$ cat config.mk
export PLATFORM = sky130hd
export DESIGN_NAME = alu_multicycle
export DESIGN_NICKNAME = d
export VERILOG_FILES = /design/src/rtl/alu_pkg.sv /design/src/rtl/alu_iter_unit.sv /design/src/rtl/alu_multicycle.sv
export SDC_FILE = /design/constraint.sdc
export NUM_CORES = 1
export LEC_CHECK = 0
export BUFFER_PORTS_ARGS = -buffer_cell sky130_fd_sc_hd__buf_2
export CAP_MARGIN = 10
export CORE_AREA = 4 4 179 181
export CTS_BUF_LIST = sky130_fd_sc_hd__clkbuf_8
export CTS_CLUSTER_DIAMETER = 30
export DETAILED_ROUTE_END_ITERATION = 10
export DIE_AREA = 0 0 183 185
export PLACE_DENSITY = 0.73
export SLEW_MARGIN = 0
export SYNTH_ARGS = -nofsm -noshare
export SYNTH_HDL_FRONTEND = slang
export SYNTH_SLANG_ARGS = --single-unit
$ cat constraint.sdc
create_clock -name clk -period 4.86 [get_ports clk]
set_clock_uncertainty 0.05 [all_clocks]
set_input_delay 0.486 -clock clk [delete_from_list [all_inputs] [get_ports clk]]
set_output_delay 0.486 -clock clk [all_outputs]
set_load 0.005 [all_outputs]
$ cat src/rtl/alu_pkg.sv
// Shared types and constants for the multi-cycle ALU: opcode encoding,
// control FSM states and NZCV flag bit positions.
package alu_pkg;

  typedef enum logic [2:0] {
    OP_ADD  = 3'b000,
    OP_SUB  = 3'b001,
    OP_AND  = 3'b010,
    OP_ORR  = 3'b011,
    OP_MUL  = 3'b100,
    OP_UDIV = 3'b101,
    OP_RSV6 = 3'b110,
    OP_RSV7 = 3'b111
  } alu_op_e;

  typedef enum logic [1:0] {
    S_IDLE = 2'd0,
    S_BUSY = 2'd1,
    S_DONE = 2'd2
  } state_e;

  localparam int FLAG_N = 3;
  localparam int FLAG_Z = 2;
  localparam int FLAG_C = 1;
  localparam int FLAG_V = 0;

endpackage

$ cat src/rtl/alu_iter_unit.sv
// Shared WIDTH-step iterative datapath: LSB-first shift-add multiply and
// restoring divide, one step per clock while the counter is nonzero.
module alu_iter_unit
  import alu_pkg::*;
#(
  parameter int WIDTH      = 32,
  parameter int DIV_ENABLE = 1
) (
  input  logic               clk,
  input  logic               reset,
  input  logic               start,
  input  alu_op_e            op,
  input  logic [WIDTH-1:0]   a,
  input  logic [WIDTH-1:0]   b,
  output logic               done,
  output logic [2*WIDTH-1:0] result,
  output logic               overflow
);

  localparam int CW = $clog2(WIDTH) + 1;

  // hi_q: product high half / partial remainder; lo_q: multiplier / quotient.
  logic [CW-1:0]    cnt_q;
  logic [WIDTH-1:0] hi_q, lo_q, opnd_q;
  logic             div_q;

  logic [WIDTH:0]   sum, shifted, diff;
  logic [WIDTH-1:0] hi_n, lo_n;

  always_comb begin
    // NOTE: every always_comb output gets a default first so no path can
    // leave it unassigned and infer a latch.
    hi_n    = hi_q;
    lo_n    = lo_q;
    sum     = {1'b0, hi_q} + (lo_q[0] ? {1'b0, opnd_q} : '0);
    shifted = {hi_q, lo_q[WIDTH-1]};
    diff    = shifted - {1'b0, opnd_q};
    if (div_q) begin
      if (!diff[WIDTH]) begin
        hi_n = diff[WIDTH-1:0];
        lo_n = {lo_q[WIDTH-2:0], 1'b1};
      end else begin
        hi_n = shifted[WIDTH-1:0];
        lo_n = {lo_q[WIDTH-2:0], 1'b0};
      end
    end else begin
      hi_n = sum[WIDTH:1];
      lo_n = {sum[0], lo_q[WIDTH-1:1]};
    end
  end

  // The final step's outcome is offered combinationally so the top level
  // can register it on the same edge the counter reaches zero.
  assign done     = (cnt_q == CW'(1));
  assign result   = {hi_n, lo_n};
  assign overflow = !div_q && (hi_n != '0);

  // NOTE: sequential state uses non-blocking assignments so every register
  // samples pre-edge values regardless of statement order.
  always_ff @(posedge clk or posedge reset) begin
    if (reset) begin
      cnt_q  <= '0;
      hi_q   <= '0;
      lo_q   <= '0;
      opnd_q <= '0;
      div_q  <= 1'b0;
    end else if (start) begin
      cnt_q  <= CW'(WIDTH);
      div_q  <= (DIV_ENABLE != 0) && (op == OP_UDIV);
      hi_q   <= '0;
      if ((DIV_ENABLE != 0) && (op == OP_UDIV)) begin
        lo_q   <= a;
        opnd_q <= b;
      end else begin
        lo_q   <= b;
        opnd_q <= a;
      end
    end else if (cnt_q != '0) begin
      hi_q  <= hi_n;
      lo_q  <= lo_n;
      cnt_q <= cnt_q - CW'(1);
    end
  end

endmodule

$ cat src/rtl/alu_multicycle.sv
// Multi-cycle ALU with valid/ready handshake: single-cycle logic ops, and
// fixed-latency iterative MUL/UDIV; result and {N,Z,C,V} held until taken.
module alu_multicycle
  import alu_pkg::*;
#(
  parameter int WIDTH      = 32,
  parameter int DIV_ENABLE = 1
) (
  input  logic             clk,
  input  logic             reset,
  input  logic             in_valid,
  output logic             in_ready,
  input  logic [WIDTH-1:0] SrcA,
  input  logic [WIDTH-1:0] SrcB,
  input  logic [2:0]       ALUControl,
  output logic             out_valid,
  input  logic             out_ready,
  output logic [WIDTH-1:0] ALUResult,
  output logic [3:0]       ALUFlags
);

  state_e  state_q, state_d;
  alu_op_e op_in;
  logic    accept, use_iter;

  logic [WIDTH:0]   add_sum, sub_sum;
  logic [WIDTH-1:0] single_res;
  logic             single_c, single_v;
  logic [3:0]       single_flags;

  logic               iter_done, iter_ovf;
  logic [2*WIDTH-1:0] iter_result;
  logic [WIDTH-1:0]   iter_res;
  logic [3:0]         iter_flags;
  logic               unused_rem;

  assign op_in    = alu_op_e'(ALUControl);
  assign accept   = in_valid && in_ready;
  // Divide by zero never enters the iteration; it completes like a 1-cycle op.
  assign use_iter = (op_in == OP_MUL) ||
                    ((DIV_ENABLE != 0) && (op_in == OP_UDIV) && (SrcB != '0));

  always_ff @(posedge clk or posedge reset) begin
    if (reset) state_q <= S_IDLE;
    else       state_q <= state_d;
  end

  always_comb begin
    state_d = state_q;
    case (state_q)
      S_IDLE:  if (accept) state_d = use_iter ? S_BUSY : S_DONE;
      S_BUSY:  if (iter_done) state_d = S_DONE;
      S_DONE:  if (out_ready) state_d = S_IDLE;
      default: state_d = S_IDLE;
    endcase
  end

  always_comb begin
    in_ready  = (state_q == S_IDLE);
    out_valid = (state_q == S_DONE);
  end

  always_comb begin
    add_sum    = {1'b0, SrcA} + {1'b0, SrcB};
    sub_sum    = {1'b0, SrcA} + {1'b0, ~SrcB} + (WIDTH+1)'(1);
    single_res = '0;
    single_c   = 1'b0;
    single_v   = 1'b0;
    case (op_in)
      OP_ADD: begin
        single_res = add_sum[WIDTH-1:0];
        single_c   = add_sum[WIDTH];
        single_v   = (SrcA[WIDTH-1] == SrcB[WIDTH-1]) &&
                     (add_sum[WIDTH-1] != SrcA[WIDTH-1]);
      end
      OP_SUB: begin
        single_res = sub_sum[WIDTH-1:0];
        single_c   = sub_sum[WIDTH];
        single_v   = (SrcA[WIDTH-1] != SrcB[WIDTH-1]) &&
                     (sub_sum[WIDTH-1] != SrcA[WIDTH-1]);
      end
      OP_AND: single_res = SrcA & SrcB;
      OP_ORR: single_res = SrcA | SrcB;
      OP_UDIV: single_v  = (DIV_ENABLE != 0);
      default: single_res = '0;
    endcase
    single_flags         = '0;
    single_flags[FLAG_N] = single_res[WIDTH-1];
    single_flags[FLAG_Z] = (single_res == '0);
    single_flags[FLAG_C] = single_c;
    single_flags[FLAG_V] = single_v;
  end

  alu_iter_unit #(
    .WIDTH      (WIDTH),
    .DIV_ENABLE (DIV_ENABLE)
  ) u_iter (
    .clk      (clk),
    .reset    (reset),
    .start    (accept && use_iter),
    .op       (op_in),
    .a        (SrcA),
    .b        (SrcB),
    .done     (iter_done),
    .result   (iter_result),
    .overflow (iter_ovf)
  );

  // The remainder half of a divide is not architecturally visible.
  assign iter_res   = iter_result[WIDTH-1:0];
  assign unused_rem = ^iter_result[2*WIDTH-1:WIDTH];

  always_comb begin
    iter_flags         = '0;
    iter_flags[FLAG_N] = iter_res[WIDTH-1];
    iter_flags[FLAG_Z] = (iter_res == '0);
    iter_flags[FLAG_V] = iter_ovf;
  end

  always_ff @(posedge clk or posedge reset) begin
    if (reset) begin
      ALUResult <= '0;
      ALUFlags  <= '0;
    end else if (accept && !use_iter) begin
      ALUResult <= single_res;
      ALUFlags  <= single_flags;
    end else if ((state_q == S_BUSY) && iter_done) begin
      ALUResult <= iter_res;
      ALUFlags  <= iter_flags;
    end
  end

endmodule

==> results.sh <==
export IMPL_cts_buffers=17
export IMPL_holdBufCountCts=0
export IMPL_grt_overflow=0
export IMPL_finalSetupViolCount=0
export IMPL_layout_commonest_cell="nor2_1"
export IMPL_start_util_pct=54.3
export IMPL_grt_usage_pct=34.7
export IMPL_fmaxAchievable_ghz=0.220
export IMPL_clock_latency_ns=0.47
export IMPL_cts_setup_buffers=0
export IMPL_grt_setup_unrepaired="false"
export IMPL_seqPwrFrac_pct=21.6
export IMPL_place_inst=2598
export IMPL_die_h_um=185
export IMPL_num_io_pins=109
export IMPL_drtIter0Drc=2200
export IMPL_synth_top_area_share_pct=21.2
export IMPL_drc=0
export IMPL_grt_pass1_vias=16300
export IMPL_irDropWorstVdd_uv=289
export IMPL_synth_cell_area_mm2=0.0165
export IMPL_ys_ff_latch=140
export IMPL_reg2reg_from="u_iter.opnd_q[0]"
export IMPL_holdWs_ns=0.0524
export IMPL_layout_common_cells="214 x nor2_1, 197 x nand2_1, 179 x o21ai_0"
export IMPL_fin_crit_ns=4.54
export IMPL_drv_cap=0
export IMPL_total_power_mw=11.1
export IMPL_cts_tree="yes"
export IMPL_cp_data_arrival_time_ns=4.82
export IMPL_crit_top_cell="nand4b_1"
export IMPL_cts_resized=0
export IMPL_power_combinational_fraction_pct=69.1
export IMPL_rr_worst_depth=14
export IMPL_async_flop_share_pct=100
export IMPL_cp_end_kind="register"
export IMPL_outcome="finished clean"
export IMPL_dieArea_mm2=0.0339
export IMPL_cts_sinks=140
export IMPL_nets=2467
export IMPL_area_growth_syn_to_layout_pct=7.75
export IMPL_syn_area_per_cell_um2=7.61
export IMPL_hold_path_class="primary input to async pin"
export IMPL_postPlaceCellArea_mm2=0.0174
export IMPL_layout_setup_ws_ns=0.322
export IMPL_synth_nets=2418
export IMPL_cts_root_buf="clkbuf_8"
export IMPL_place_gp_congestion=1.04
export IMPL_worst_pin_slew_ns=1.00
export IMPL_timing_final_crit_share_pct=93.4
export IMPL_antenna_found_initial=1
export IMPL_path_max_fanout=10
export IMPL_r2r_end="ALUFlags[0]"
export IMPL_first_pass_iters=6
export IMPL_grt_start_max_net_pins=113
export IMPL_crit_path_cell_trace="ha_1 > fa_1 > nand2b_1 > a21oi_1 > o211a_1 > o21bai_2 > o21ba_2 > mux2i_4 > a221oi_1 > nand4b_1 > nor4b_2 > nand4b_1 > nor4_1 > a31oi_1"
export IMPL_die_width_um=183
export IMPL_postLayoutCoreUtil_pct=58.5
export IMPL_yosysWarnings=0
export IMPL_p_sw_mw=5.72
export IMPL_portBuffers=108
export IMPL_core_mm2=0.0304
export IMPL_powerDensity_mw_per_mm2=623
export IMPL_p_int_mw=5.38
export IMPL_hold_viol=0
export IMPL_ys_flop_type="dfrtp_1"
export IMPL_worst_endpoint_required_ns=5.14
export IMPL_final_instance_count_excl_fill=2630
export IMPL_cp_start_kind="register"
export IMPL_synth_cell_type_count=90
export IMPL_tns_ns=0
export IMPL_grt_first_pass_wirelength_um=92900
export IMPL_path_class="register to register"
export IMPL_netlist_instances=2172
export IMPL_drive_gt1_share_pct=10.7
export IMPL_place_hpwl_um=46900
export IMPL_clk_pin_slew_worst_paths_ns=0.08
export IMPL_synth_edf_count=0
export IMPL_power_frac_clock_pct=9.3
export IMPL_dp_slack_ns=0.424
export IMPL_routed_via_count=17200
export IMPL_clk_path_buf_depth=2
export IMPL_antenna_left=0
export IMPL_wl_per_cell_um=22.9
export IMPL_leakagePower_nw=8.60
export IMPL_ys_top_cells_by_area="dfrtp_1 21%, ha_1 13%, o21ai_0 5.4%, mux2i_1 5.4%, a21oi_1 5.1%"
export IMPL_drv_slew=0
export IMPL_swShare_pct=51.5
export IMPL_seq_area_frac_synth_pct=21.2
export IMPL_rrSetupSlack_ns=0.32
export IMPL_row_count=64
export IMPL_critPathMaxStageDelay_ns=0.50
export IMPL_yosysTopAreaCell="dfrtp_1"
export IMPL_via_per_inst=6.55
export IMPL_maxSlewHeadroom_pct=32.7
export IMPL_wl_um=60300
export IMPL_crit_slowest_cell="a221oi_1"
export IMPL_cts_max_level=4
export IMPL_final_cell_area_mm2=0.0178
-- sequential cells by signal, summed over array words and instances, names as in the netlist --
| signal | flops |
|---|---|
| ALUFlags | 3 |
| ALUResult | 32 |
| state_q | 2 |
| u_iter.cnt_q | 6 |
| u_iter.div_q | 1 |
| u_iter.hi_q | 32 |
| u_iter.lo_q | 32 |
| u_iter.opnd_q | 32 |
-- layer usage --
layer  routed length [µm]  part of all wire (%)  global-route usage, %  vias up
met1                25900                    43                   48.5     8224
met5                   17                 0.028                      0        -
li1                     -                     -                      -     7980
met3                 5130                   8.5                   4.79      124
met2                27200                    45                   55.9      891
met4                 2020                   3.4                   11.3        2
-- synth_stat cells, types with 6 or more instances --
library cell	n
and4_1	6
nand2_1	199
o31ai_1	18
a211o_1	9
and2_1	35
o22ai_1	6
xor2_1	26
a31oi_1	23
inv_1	148
nor3b_1	6
mux2i_1	89
nor2b_1	21
xnor2_1	47
ha_1	171
a21o_1	42
a221o_1	13
o211ai_1	41
a221oi_1	14
o221ai_1	16
nand4_1	27
a211oi_1	57
nor2_1	216
or3_1	28
nand2b_1	22
nand3_1	37
mux2_2	19
o21a_1	7
buf_2	7
buf_1	11
clkbuf_1	92
nor3_1	47
dfrtp_1	140
a21oi_1	168
o21ai_0	179
o21bai_1	18
and3_1	10
nor4_1	24
a22oi_1	24
-- power groups by stage --
stage | Sequential [mW] | Clock (mW) | Combinational [mW]
2_1_floorplan | 2.12 | 0 | 5.68
3_3_place_gp | 2.38 | 0 | 7.34
3_5_place_dp | 2.38 | 0 | 7.45
4_1_cts | 2.36 | 1.03 | 7.53
5_1_grt | 2.46 | 1.08 | 8.43
6_report | 2.39 | 1.03 | 7.67
-- how the worst max path moves through the flow --
stage | startpoint | endpoint | slack, ns | cells after the start
finish | u_iter.opnd_q[0] | ALUFlags[0] | 0.32 | 14
global route | u_iter.lo_q[31] | ALUFlags[0] | 0.13 | 16
CTS | u_iter.opnd_q[0] | ALUFlags[0] | 0.41 | 14
detailed placement | u_iter.opnd_q[0] | ALUFlags[0] | 0.42 | 14
global placement | u_iter.opnd_q[0] | ALUFlags[0] | 0.45 | 14
floorplan | reset | ALUFlags[0] | 0.57 | 1
-- area by class of cell --
cell class	instances	area (µm²)
tap	396	495
clock inverter	11	143
antenna	1	2.50
timing repair buffer	152	883
inverter	148	561
clock buffer	20	275
sequential	140	3500
multi-input combinational	1762	11900
fill	2872	12600
-- kinds of logic (layout without fill, tap and decap cells) --
| logic type | Yosys count | count (layout) | share of synthesized area, % |
|---|---|---|---|
| adder cells (fa/ha/maj) | 175 | 175 | 13.4 |
| other | 0 | 1 | 0 |
| flip-flops | 140 | 140 | 21.2 |
| buffers and inverters | 270 | 331 | 6.72 |
| XOR/XNOR | 75 | 75 | 4.07 |
| multiplexers | 110 | 110 | 6.96 |
| AO/OA/AOI/OAI | 699 | 699 | 27.5 |
| AND/OR/NAND/NOR | 703 | 703 | 20.1 |
-- worst max-delay path: cells and delay by family, from the launching register on --
family | cells | cell delay (ns)
AOI/OAI and AO/OA | 6 | 1.66
adders and majority gates | 2 | 0.66
DFF | 1 | 0.41
muxes | 1 | 0.32
and+or+nand+nor | 5 | 1.29
No activity file was read; power rests on OpenSTA's default activity.
